**src/rtl/mem_bus_arb_pkg.sv**
```systemverilog
// Shared types and constants for the two-master data-memory bus arbiter.
package mem_bus_arb_pkg;

    typedef enum logic [1:0] {
        ST_IDLE = 2'd0,
        ST_XFER = 2'd1,
        ST_ACK  = 2'd2
    } arb_state_e;

    localparam logic [1:0]  GNT_NONE  = 2'b00;
    localparam logic [1:0]  GNT_M0    = 2'b01;
    localparam logic [1:0]  GNT_M1    = 2'b10;
    localparam logic [31:0] ERR_RDATA = 32'h0;

    typedef struct packed {
        logic        we;
        logic [31:0] addr;
        logic [31:0] wdata;
        logic [3:0]  be;
    } xact_t;

endpackage

```
**src/rtl/mem_bus_arbiter_if.sv**
```systemverilog
// Request, completion and Dw bus signals of the arbiter. The arbiter masters the
// Dw bus through modport master; requesters and the memory sit on modport slave.
interface mem_bus_arbiter_if;

    logic        iM0Req;
    logic        iM0We;
    logic [31:0] iM0Addr;
    logic [31:0] iM0WData;
    logic [3:0]  iM0BE;
    logic        oM0Ack;
    logic        oM0Err;
    logic [31:0] oM0RData;

    logic        iM1Req;
    logic        iM1We;
    logic [31:0] iM1Addr;
    logic [31:0] iM1WData;
    logic [3:0]  iM1BE;
    logic        oM1Ack;
    logic        oM1Err;
    logic [31:0] oM1RData;

    logic [31:0] DwAddress;
    logic [31:0] DwWriteData;
    logic [3:0]  DwByteEnable;
    logic        DwWriteEnable;
    logic        DwReadEnable;
    logic [31:0] DwReadData;
    logic        iDwReady;

    logic [1:0]  oGrant;
    logic        oBusy;

    modport master (
        input  iM0Req, iM0We, iM0Addr, iM0WData, iM0BE,
        output oM0Ack, oM0Err, oM0RData,
        input  iM1Req, iM1We, iM1Addr, iM1WData, iM1BE,
        output oM1Ack, oM1Err, oM1RData,
        output DwAddress, DwWriteData, DwByteEnable, DwWriteEnable, DwReadEnable,
        input  DwReadData, iDwReady,
        output oGrant, oBusy
    );

    modport slave (
        output iM0Req, iM0We, iM0Addr, iM0WData, iM0BE,
        input  oM0Ack, oM0Err, oM0RData,
        output iM1Req, iM1We, iM1Addr, iM1WData, iM1BE,
        input  oM1Ack, oM1Err, oM1RData,
        input  DwAddress, DwWriteData, DwByteEnable, DwWriteEnable, DwReadEnable,
        output DwReadData, iDwReady,
        input  oGrant, oBusy
    );

endinterface

```
**src/rtl/arb_starve_sel.sv**
```systemverilog
// Winner select between M0 and M1 with a starvation counter that lets M1 through
// after STARVE_LIMIT consecutive losses. The counter only moves on IDLE cycles.
module arb_starve_sel
    import mem_bus_arb_pkg::*;
#(
    parameter int STARVE_LIMIT = 4
) (
    input  logic       iCLK,
    input  logic       iRST_N,
    input  logic       req0_i,
    input  logic       req1_i,
    input  logic       idle_i,
    output logic [1:0] winner_o
);

    localparam int SW = $clog2(STARVE_LIMIT + 2);

    logic [SW-1:0] starve_q, starve_d;
    logic          m1_wins;

    always_comb begin
        m1_wins  = req1_i && (!req0_i || (starve_q == SW'(STARVE_LIMIT)));
        winner_o = GNT_NONE;
        if (m1_wins) begin
            winner_o = GNT_M1;
        end else if (req0_i) begin
            winner_o = GNT_M0;
        end

        starve_d = starve_q;
        if (idle_i) begin
            if (!req1_i || m1_wins) begin
                starve_d = '0;
            end else if (starve_q != SW'(STARVE_LIMIT)) begin
                starve_d = starve_q + SW'(1);
            end
        end
    end

    always_ff @(posedge iCLK or negedge iRST_N) begin
        if (!iRST_N) begin
            starve_q <= '0;
        end else begin
            starve_q <= starve_d;
        end
    end

endmodule

```
**src/rtl/mem_bus_arbiter.sv**
```systemverilog
// Two-master sequencer for the core's data-memory bus: latch one request, run it
// on the Dw bus until ready or timeout, then pulse the owner's Ack for one cycle.
//   state   | meaning
//   ST_IDLE | no owner, arbitrating incoming requests
//   ST_XFER | Dw strobes driven from the transaction register, waiting for ready
//   ST_ACK  | owner's Ack/Err/RData valid, strobes low, turnaround to IDLE
module mem_bus_arbiter
    import mem_bus_arb_pkg::*;
#(
    parameter int STARVE_LIMIT = 4,
    parameter int MAX_WAIT     = 15
) (
    input  logic              iCLK,
    input  logic              iRST_N,
    mem_bus_arbiter_if.master bus
);

    localparam int WW = $clog2(MAX_WAIT + 2);

    arb_state_e    state_q, state_d;
    logic [1:0]    grant_q, grant_d;
    xact_t         xact_q, xact_d;
    logic [WW-1:0] wait_q, wait_d;
    logic [31:0]   rdata0_q, rdata0_d;
    logic [31:0]   rdata1_q, rdata1_d;
    logic          err_q, err_d;
    logic [1:0]    winner;
    logic          done_rd, done_to;
    logic [31:0]   cap_data;
    logic          in_xfer, ack0, ack1;

    arb_starve_sel #(
        .STARVE_LIMIT (STARVE_LIMIT)
    ) u_starve_sel (
        .iCLK     (iCLK),
        .iRST_N   (iRST_N),
        .req0_i   (bus.iM0Req),
        .req1_i   (bus.iM1Req),
        .idle_i   (state_q == ST_IDLE),
        .winner_o (winner)
    );

    always_comb begin
        state_d  = state_q;
        grant_d  = grant_q;
        xact_d   = xact_q;
        wait_d   = wait_q;
        rdata0_d = rdata0_q;
        rdata1_d = rdata1_q;
        err_d    = err_q;

        // Ready in the final wait cycle still counts as a normal completion.
        done_rd  = (state_q == ST_XFER) && bus.iDwReady;
        done_to  = (state_q == ST_XFER) && !bus.iDwReady && (wait_q == WW'(MAX_WAIT));
        cap_data = done_rd ? (xact_q.we ? 32'h0 : bus.DwReadData) : ERR_RDATA;

        case (state_q)
            ST_IDLE: begin
                if (winner != GNT_NONE) begin
                    state_d = ST_XFER;
                    grant_d = winner;
                    wait_d  = '0;
                    if (winner[1]) begin
                        xact_d.we    = bus.iM1We;
                        xact_d.addr  = bus.iM1Addr;
                        xact_d.wdata = bus.iM1WData;
                        xact_d.be    = bus.iM1BE;
                    end else begin
                        xact_d.we    = bus.iM0We;
                        xact_d.addr  = bus.iM0Addr;
                        xact_d.wdata = bus.iM0WData;
                        xact_d.be    = bus.iM0BE;
                    end
                end
            end
            ST_XFER: begin
                wait_d = wait_q + WW'(1);
                if (done_rd || done_to) begin
                    state_d = ST_ACK;
                    err_d   = done_to;
                    if (grant_q[1]) begin
                        rdata1_d = cap_data;
                    end else begin
                        rdata0_d = cap_data;
                    end
                end
            end
            ST_ACK: begin
                state_d = ST_IDLE;
                grant_d = GNT_NONE;
            end
            default: begin
                state_d = ST_IDLE;
                grant_d = GNT_NONE;
            end
        endcase
    end

    always_ff @(posedge iCLK or negedge iRST_N) begin
        if (!iRST_N) begin
            state_q  <= ST_IDLE;
            grant_q  <= GNT_NONE;
            xact_q   <= '0;
            wait_q   <= '0;
            rdata0_q <= '0;
            rdata1_q <= '0;
            err_q    <= 1'b0;
        end else begin
            state_q  <= state_d;
            grant_q  <= grant_d;
            xact_q   <= xact_d;
            wait_q   <= wait_d;
            rdata0_q <= rdata0_d;
            rdata1_q <= rdata1_d;
            err_q    <= err_d;
        end
    end

    assign in_xfer = (state_q == ST_XFER);
    assign ack0    = (state_q == ST_ACK) && grant_q[0];
    assign ack1    = (state_q == ST_ACK) && grant_q[1];

    assign bus.DwAddress     = xact_q.addr;
    assign bus.DwWriteData   = xact_q.wdata;
    assign bus.DwByteEnable  = xact_q.be;
    assign bus.DwWriteEnable = in_xfer && xact_q.we;
    assign bus.DwReadEnable  = in_xfer && !xact_q.we;

    assign bus.oM0Ack   = ack0;
    assign bus.oM0Err   = ack0 && err_q;
    assign bus.oM0RData = rdata0_q;
    assign bus.oM1Ack   = ack1;
    assign bus.oM1Err   = ack1 && err_q;
    assign bus.oM1RData = rdata1_q;

    assign bus.oGrant = grant_q;
    assign bus.oBusy  = (state_q != ST_IDLE);

endmodule

```
**src/flat_wrapper.sv**
```systemverilog
// flat-port wrapper written by rule: the top's interface ports become plain ports
module mem_bus_arbiter_flat import mem_bus_arb_pkg::*;
#(
    parameter int STARVE_LIMIT = 4,
    parameter int MAX_WAIT     = 15
)
  (iCLK, iRST_N, bus_iM0Req, bus_iM0We, bus_iM0Addr, bus_iM0WData, bus_iM0BE, bus_oM0Ack, bus_oM0Err, bus_oM0RData, bus_iM1Req, bus_iM1We, bus_iM1Addr, bus_iM1WData, bus_iM1BE, bus_oM1Ack, bus_oM1Err, bus_oM1RData, bus_DwAddress, bus_DwWriteData, bus_DwByteEnable, bus_DwWriteEnable, bus_DwReadEnable, bus_DwReadData, bus_iDwReady, bus_oGrant, bus_oBusy);
  mem_bus_arbiter_if bus_i ();
  input  logic iCLK;
  input  logic iRST_N;
  input wire logic [$bits(bus_i.iM0Req)-1:0] bus_iM0Req;
  input wire logic [$bits(bus_i.iM0We)-1:0] bus_iM0We;
  input wire logic [$bits(bus_i.iM0Addr)-1:0] bus_iM0Addr;
  input wire logic [$bits(bus_i.iM0WData)-1:0] bus_iM0WData;
  input wire logic [$bits(bus_i.iM0BE)-1:0] bus_iM0BE;
  output wire logic [$bits(bus_i.oM0Ack)-1:0] bus_oM0Ack;
  output wire logic [$bits(bus_i.oM0Err)-1:0] bus_oM0Err;
  output wire logic [$bits(bus_i.oM0RData)-1:0] bus_oM0RData;
  input wire logic [$bits(bus_i.iM1Req)-1:0] bus_iM1Req;
  input wire logic [$bits(bus_i.iM1We)-1:0] bus_iM1We;
  input wire logic [$bits(bus_i.iM1Addr)-1:0] bus_iM1Addr;
  input wire logic [$bits(bus_i.iM1WData)-1:0] bus_iM1WData;
  input wire logic [$bits(bus_i.iM1BE)-1:0] bus_iM1BE;
  output wire logic [$bits(bus_i.oM1Ack)-1:0] bus_oM1Ack;
  output wire logic [$bits(bus_i.oM1Err)-1:0] bus_oM1Err;
  output wire logic [$bits(bus_i.oM1RData)-1:0] bus_oM1RData;
  output wire logic [$bits(bus_i.DwAddress)-1:0] bus_DwAddress;
  output wire logic [$bits(bus_i.DwWriteData)-1:0] bus_DwWriteData;
  output wire logic [$bits(bus_i.DwByteEnable)-1:0] bus_DwByteEnable;
  output wire logic [$bits(bus_i.DwWriteEnable)-1:0] bus_DwWriteEnable;
  output wire logic [$bits(bus_i.DwReadEnable)-1:0] bus_DwReadEnable;
  input wire logic [$bits(bus_i.DwReadData)-1:0] bus_DwReadData;
  input wire logic [$bits(bus_i.iDwReady)-1:0] bus_iDwReady;
  output wire logic [$bits(bus_i.oGrant)-1:0] bus_oGrant;
  output wire logic [$bits(bus_i.oBusy)-1:0] bus_oBusy;
  assign bus_i.iM0Req = bus_iM0Req;
  assign bus_i.iM0We = bus_iM0We;
  assign bus_i.iM0Addr = bus_iM0Addr;
  assign bus_i.iM0WData = bus_iM0WData;
  assign bus_i.iM0BE = bus_iM0BE;
  assign bus_oM0Ack = bus_i.oM0Ack;
  assign bus_oM0Err = bus_i.oM0Err;
  assign bus_oM0RData = bus_i.oM0RData;
  assign bus_i.iM1Req = bus_iM1Req;
  assign bus_i.iM1We = bus_iM1We;
  assign bus_i.iM1Addr = bus_iM1Addr;
  assign bus_i.iM1WData = bus_iM1WData;
  assign bus_i.iM1BE = bus_iM1BE;
  assign bus_oM1Ack = bus_i.oM1Ack;
  assign bus_oM1Err = bus_i.oM1Err;
  assign bus_oM1RData = bus_i.oM1RData;
  assign bus_DwAddress = bus_i.DwAddress;
  assign bus_DwWriteData = bus_i.DwWriteData;
  assign bus_DwByteEnable = bus_i.DwByteEnable;
  assign bus_DwWriteEnable = bus_i.DwWriteEnable;
  assign bus_DwReadEnable = bus_i.DwReadEnable;
  assign bus_i.DwReadData = bus_DwReadData;
  assign bus_i.iDwReady = bus_iDwReady;
  assign bus_oGrant = bus_i.oGrant;
  assign bus_oBusy = bus_i.oBusy;
  mem_bus_arbiter #(.STARVE_LIMIT(STARVE_LIMIT), .MAX_WAIT(MAX_WAIT)) u_core (.iCLK(iCLK), .iRST_N(iRST_N), .bus(bus_i));
endmodule
```
**config.mk**
```make
export PLATFORM = sky130hd
export DESIGN_NAME = mem_bus_arbiter_flat
export DESIGN_NICKNAME = d
export VERILOG_FILES = /design/src/rtl/mem_bus_arb_pkg.sv /design/src/rtl/mem_bus_arbiter_if.sv /design/src/rtl/arb_starve_sel.sv /design/src/rtl/mem_bus_arbiter.sv /design/src/flat_wrapper.sv
export SDC_FILE = /design/constraint.sdc
export NUM_CORES = 1
export LEC_CHECK = 0
export ABC_AREA = 0
export CAP_MARGIN = 20
export CELL_PAD_IN_SITES_DETAIL_PLACEMENT = 0
export CELL_PAD_IN_SITES_GLOBAL_PLACEMENT = 2
export CORE_MARGIN = 3
export CORE_UTILIZATION = 24
export CTS_CLUSTER_SIZE = 10
export DETAILED_ROUTE_END_ITERATION = 8
export HOLD_SLACK_MARGIN = 0.05
export PLACE_DENSITY = 0.81
export SLEW_MARGIN = 15
export SYNTH_ARGS = -nofsm -noshare
export SYNTH_HDL_FRONTEND = slang
export SYNTH_SLANG_ARGS = --single-unit
```
**constraint.sdc**
```tcl
create_clock -name iCLK -period 2.4 [get_ports iCLK]
set_input_delay 0.48 -clock iCLK [delete_from_list [all_inputs] [get_ports iCLK]]
set_output_delay 0.48 -clock iCLK [all_outputs]
set_load 0.005 [all_outputs]
```
After elaboration in Yosys (flattened, before gate mapping)
Cells that the tools add are included.
{"block": "op_classes", "reduce_logical": 30, "n_mux": 14, "add_sub_neg": 2, "eq_ne": 7, "bitwise_logic": 2}
{"cell": "69-bit two-way mux", "n": 1}
{"cell": "32-bit two-way mux", "n": 2}
{"cell": "2-bit AND reduction", "n": 6}
{"cell": "1-bit logical AND", "n": 10}
{"cell": "5-bit case mux with 2 select lines", "n": 1}
{"cell": "2-bit two-way mux", "n": 4}
{"cell": "2-bit case mux with 2 select lines", "n": 2}
{"cell": "2-bit nonzero test", "n": 4}
{"cell": "3-bit two-way mux", "n": 2}
{"cell": "3-bit AND reduction", "n": 2}
{"cell": "5-bit by 1-bit adder with 5-bit output (second input constant)", "n": 1}
{"cell": "5-bit by 4-bit == test with 1-bit output (second input constant)", "n": 1}
{"cell": "5-bit two-way mux", "n": 1}
{"cell": "1-bit zero test", "n": 4}
{"cell": "3-bit by 1-bit adder with 3-bit output (second input constant)", "n": 1}
{"cell": "3-bit == test (second input constant)", "n": 1}
{"cell": "1-bit logical OR", "n": 3}
{"cell": "3-bit inequality test (second input constant)", "n": 1}
{"cell": "2-bit by 1-bit == test with 1-bit output (second input constant)", "n": 1}
{"cell": "2-bit == test (second input constant)", "n": 1}
{"cell": "2-bit zero test", "n": 1}
{"cell": "2-bit by 1-bit inequality test with 1-bit output (second input constant)", "n": 1}
{"cell": "2-bit inequality test (second input constant)", "n": 1}
{"cell": "1-bit NOT", "n": 2}
{"cell": "1-bit two-way mux", "n": 1}
{"block": "totals", "wordCells": 66, "regBits": 146, "output_inout_bits": 141, "inputBits": 175}

Longest topological paths before layout
Gate-level depths: netlist of the first run.
{"block": "logic_depth", "word_depth": 7, "depth_mapped": 7, "ltp_nobuf": 6}

By module
A second synthesis of the first run with hierarchy kept.
{"block": "hier_totals", "cells_unflattened": 621, "area_unflattened_um2": 7085.5}
{"mod": "mem_bus_arbiter", "area_each_um2": 6869.1, "instances": 1, "seq_area_each_um2": 3578.4, "cells_per_inst": 600}
{"mod": "arb_starve_sel", "area_each_um2": 216.5, "instances": 1, "seq_area_each_um2": 75.1, "cells_per_inst": 21}

Worst setup path after synthesis of the first run
OpenSTA, ideal clock, no wires.
{"block": "synth_path", "path_kind": "register to register", "from": "register u_core.wait_q[0]", "to": "register u_core.rdata0_q[31] (netlist: u_core.bus.oM0RData[31])", "setup_slack_ns": 0.420, "setup_time_ns": 0.128, "arrival_ns": 1.853, "n_path_buf": 1, "required_time_ns": 2.272, "stages_incl_launch_ff": 8, "period_less_slack_ns": 1.980, "path_cell_list": "dfrtp_1 ha_1 and3_1 ha_1 nor2_1 nor3_2 buf_2 mux2_1"}
{"block": "synth_between", "elab_chain_len": 4}
{"item": "from (decl)", "line": "mem_bus_arbiter.sv:23", "rtl": "logic [WW-1:0] wait_q, wait_d;"}
{"item": "from (signal assigned)", "line": "mem_bus_arbiter.sv:112", "rtl": "wait_q <= wait_d;"}
{"item": "5-bit by 4-bit == test with 1-bit output", "line": "mem_bus_arbiter.sv:54", "rtl": "done_to = (state_q == ST_XFER) && !bus.iDwReady && (wait_q == WW'(MAX_WAIT));"}
{"item": "1-bit logical AND", "line": "mem_bus_arbiter.sv:54"}
{"item": "1-bit logical OR", "line": "mem_bus_arbiter.sv:78", "rtl": "if (done_rd || done_to) begin"}
{"item": "3-bit AND reduction (no line)"}
{"item": "to (signal assigned)", "line": "mem_bus_arbiter.sv:113", "rtl": "rdata0_q <= rdata0_d;"}
{"item": "to (decl)", "line": "mem_bus_arbiter.sv:24", "rtl": "logic [31:0] rdata0_q, rdata0_d;"}
No other way between the ends.
A chain may end at the register's enable or synchronous reset.

Worst setup path after layout of the first run
{"block": "layout_path", "from": "register u_core.state_q[0]", "to": "output bus_oM1Err"}
{"block": "layout_between", "elab_chain_len": 3}
{"item": "from (decl)", "line": "mem_bus_arbiter.sv:20", "rtl": "arb_state_e state_q, state_d;"}
{"item": "from (signal assigned)", "line": "mem_bus_arbiter.sv:109", "rtl": "state_q <= state_d;"}
{"item": "2-bit == test", "line": "mem_bus_arbiter.sv:121", "rtl": "assign ack1 = (state_q == ST_ACK) && grant_q[1];"}
{"item": "1-bit logical AND", "line": "mem_bus_arbiter.sv:121"}
{"item": "1-bit logical AND", "line": "mem_bus_arbiter.sv:133", "rtl": "assign bus.oM1Err = ack1 && err_q;"}
{"item": "to (decl)", "line": "flat_wrapper.sv:25", "rtl": "output wire logic [$bits(bus_i.oM1Err)-1:0] bus_oM1Err;"}
No other way between the ends.

==> flow_metrics.tcl, run 1 <==
set metrics [dict create \
    status "finished clean" \
    boundaryPins 316 \
    rr_startpoint "u_core.wait_q[0]" \
    h-tree-depth 4 \
    synth-seq-cells 146 \
    drive_gt1_share_pct 14.5 \
    period_share_pct 96.6 \
    ant_nets 0 \
    worstReg2RegEnd "u_core.bus.oM0RData[17]" \
    place.gp.congestion 0.758 \
    diodes 0 \
    synthSimpleGateAreaFrac_pct 15.6 \
    coreArea_sq_um 30000 \
    dieArea_sq_um 33100 \
    worst-setup-path-type "reg -> out" \
    die_h_um 182 \
    ff_latch_area_sq_um 3650 \
    syn-cell-area_sq_um 7420 \
    synthFlopType "dfrtp_1" \
    num_vias 6505 \
    syn-num-nets 900 \
    setup_viol 0 \
    slew_headroom_pct 49.4 \
    remaining_drc_errors 0 \
    grt_pass1_wl_um 40000 \
    grt_pass1_vias 6704 \
    avgViaCountPerCell 4.82 \
    rsz0062_at_grt "false" \
    tns_ps 0 \
    clkSinkCount 146 \
    start_kind "register" \
    grtUsageTotal_pct 15.2 \
    yosys.area.top_type "dfrtp_1" \
    clk_pin_slew_worst_paths_ps 60 \
    dpl.cell_count 1316 \
    routed_wl_um 26100 \
    hold_slack_ps 451 \
    synth_top_area_share_pct 49.2 \
    synth_xor_area_share_pct 0.118 \
    synth_compound_area_share_pct 13.3 \
    antenna_found_initial 0 \
    worstHoldPathType "in -> reg" \
    fin_skew_ps 15.2 \
    area_growth_pct 51.2 \
    synth.mux.area_fraction_pct 9.85 \
    power_density_nw_per_um2 1080 \
    cts_buffers 17 \
    r2r_setup_slack_ps 220 \
    fp.dieW_um 182 \
    drv_slew 0 \
    drv_cap 0 \
    syn_inst 721 \
    yosys-top-cells-count "dfrtp_1 (146), o21ai_0 (75), nand3_1 (72), buf_4 (71), o211ai_1 (71)" \
    overflow 0 \
    cp-end-kind "output pin" \
    synthArstFlopShare_pct 100 \
    worst-slew-pin-transition_ps 760 \
    final_cells 1349 \
    nNetsFinal 1125 \
    cellLeakagePower_uw 0.00445 \
    dp_hpwl_um 17700 \
    multi_input_area_sq_um 2970 \
    drt_iter0_drc 304 \
    rows 63 \
    clkLatencyLatePin_ps 420 \
    synthAdderAreaFrac_pct 0.674 \
    synth_top_family_by_area "simple AND/OR/NAND/NOR gates" \
    cts_setup_buffers 0 \
    finalHoldViolCount 0 \
    initial_core_util_pct 24.7 \
    whs_path_depth 3 \
    fmax_mhz 431 \
    worstPathMaxFanout 8 \
    ys_seq_area_share_pct 49.2 \
    ys_top_cells_by_area "dfrtp_1 (49%), mux2_2 (9.4%), buf_4 (7.2%), o211ai_1 (7.2%), nand4_1 (5.9%)" \
    hold_path_end "u_core.u_starve_sel.starve_q[1]" \
    holdCritStartpoint "bus_iM1Req" \
    grt_max_degree 143 \
    cts_tree "yes" \
    cts-root-buf "clkbuf_16" \
    postSynthAreaPerCell_sq_um 10.3 \
    clk_path_buf_depth 2 \
    port_buffers 315 \
    worstPathArrival_ps 1840 \
    wl_per_cell_um 19.3 \
    finalCriticalPeriod_ps 2320 \
    rr_worst_depth 7 \
    ir_drop_v 0.000776 \
    synth_most_common_cell "dfrtp_1" \
    ys_warn_count 0 \
    dr.pass1.iters 5 \
    synth_cell_types 36 \
    fillers 3030 \
    synth_edf_count 0 \
    worstPathRequired_ps 1920 \
    postLayoutCoreUtil_pct 37.4 \
]
## worst max path at each step
stage / cells past startpoint / slack (ps) / to / start
2_1_floorplan: 7 / 420 / u_core.bus.oM0RData[31] / u_core.wait_q[0]
3_3_place_gp: 5 / 170 / u_core.bus.oM0RData[12] / bus_iDwReady
3_5_place_dp: 5 / 160 / u_core.bus.oM0RData[17] / bus_iDwReady
4_1_cts: 3 / 30 / bus_DwReadEnable / u_core.state_q[1]
5_1_grt: 4 / 20 / bus_oM1Err / u_core.state_q[0]
6_report: 4 / 80 / bus_oM1Err / u_core.state_q[0]
## cells in the final DEF, fill, tap and decap left out, types with 3 or more instances in the layout
master,n
a21oi_1,4
and2_1,35
buf_12,9
buf_4,21
clkbuf_16,17
clkdlybuf4s50_1,313
clkinvlp_4,3
dfrtp_1,145
ha_1,4
inv_1,4
inv_6,4
inv_8,3
mux2_2,62
nand2_1,6
nand3_1,72
nand4_1,70
nor2_1,4
nor2_4,3
o211ai_1,71
o21ai_0,75
## sequential cells by signal (all words and copies together) (netlist names)
register	flops
u_core.bus.oM0RData	32
u_core.bus.DwByteEnable	4
u_core.bus.oM1RData	32
u_core.u_starve_sel.starve_q	3
u_core.xact_q	1
u_core.state_q	2
u_core.wait_q	5
u_core.err_q	1
u_core.bus.DwWriteData	32
u_core.bus.DwAddress	32
u_core.bus.oGrant	2
## final cells by class
| class | count | share of cell area [%] |
|---|---|---|
| sequential | 146 | 32.6 |
| timing repair buffer | 346 | 31.2 |
| multi-input combinational | 429 | 26.5 |
| tap | 390 | 4.35 |
| clock buffer | 18 | 3.91 |
| clock inverter | 14 | 1.28 |
| inverter | 6 | 0.223 |
## timing repair
action | in CTS | in global routing
hold buffers | 1 | 0
gates cloned | 0 | 0
endpoints found under the setup margin | 2 | 3
resized for setup | 2 | 3
hold endpoints to repair | 36 | 0
## logic make-up after synthesis
family | count (synthesis)
buf+inv | 146
flops | 146
mux | 65
simple gates | 201
fa+ha+maj | 4
xor+xnor | 1
compound gates | 158
## power by group
| group | switching, uW | internal [uW] | leakage, uW |
|---|---|---|---|
| registers | 596 | 3490 | 0.00190 |
| logic | 2330 | 3030 | 0.00227 |
| clock network | 1210 | 1490 | 0.000280 |
## layer usage
metal,wire [um],part of all wire [%],global-route usage (%)
met5,0,0,0
met4,245,0.94,3.11
met3,2260,8.7,5.19
met2,12200,47,24.3
met1,11400,44,20.2
## through the flow
| step | setup slack (ps) | power (uW) | instance area (sq um) |
|---|---|---|---|
| global placement | 169 | 9510 | 10600 |
| finish | 82.1 | 12200 | 11200 |
| detailed placement | 158 | 9570 | 10600 |
| global route | 15.2 | 13000 | 11200 |
| CTS | 27.4 | 12400 | 11200 |
| floorplan | 420 | 7020 | 7420 |
## critical path, stage by stage, from the launching register on
cell and delay (ps):
dfrtp_2 490, inv_4 120, and3_4 190, and2_1 120, clkdlybuf4s50_1 500
Note: power is estimated with default switching activity, not from simulation.
==> inputs of run 2 (changes only) <==
--- a/config.mk
+++ b/config.mk
@@ -11,6 +11,7 @@
 export CELL_PAD_IN_SITES_GLOBAL_PLACEMENT = 2
 export CORE_MARGIN = 3
 export CORE_UTILIZATION = 24
+export CTS_CLUSTER_DIAMETER = 80
 export CTS_CLUSTER_SIZE = 10
 export DETAILED_ROUTE_END_ITERATION = 8
 export HOLD_SLACK_MARGIN = 0.05
==> results of run 2 <==
Same layout as run 1: the final DEF is identical, and so are final timing and power.
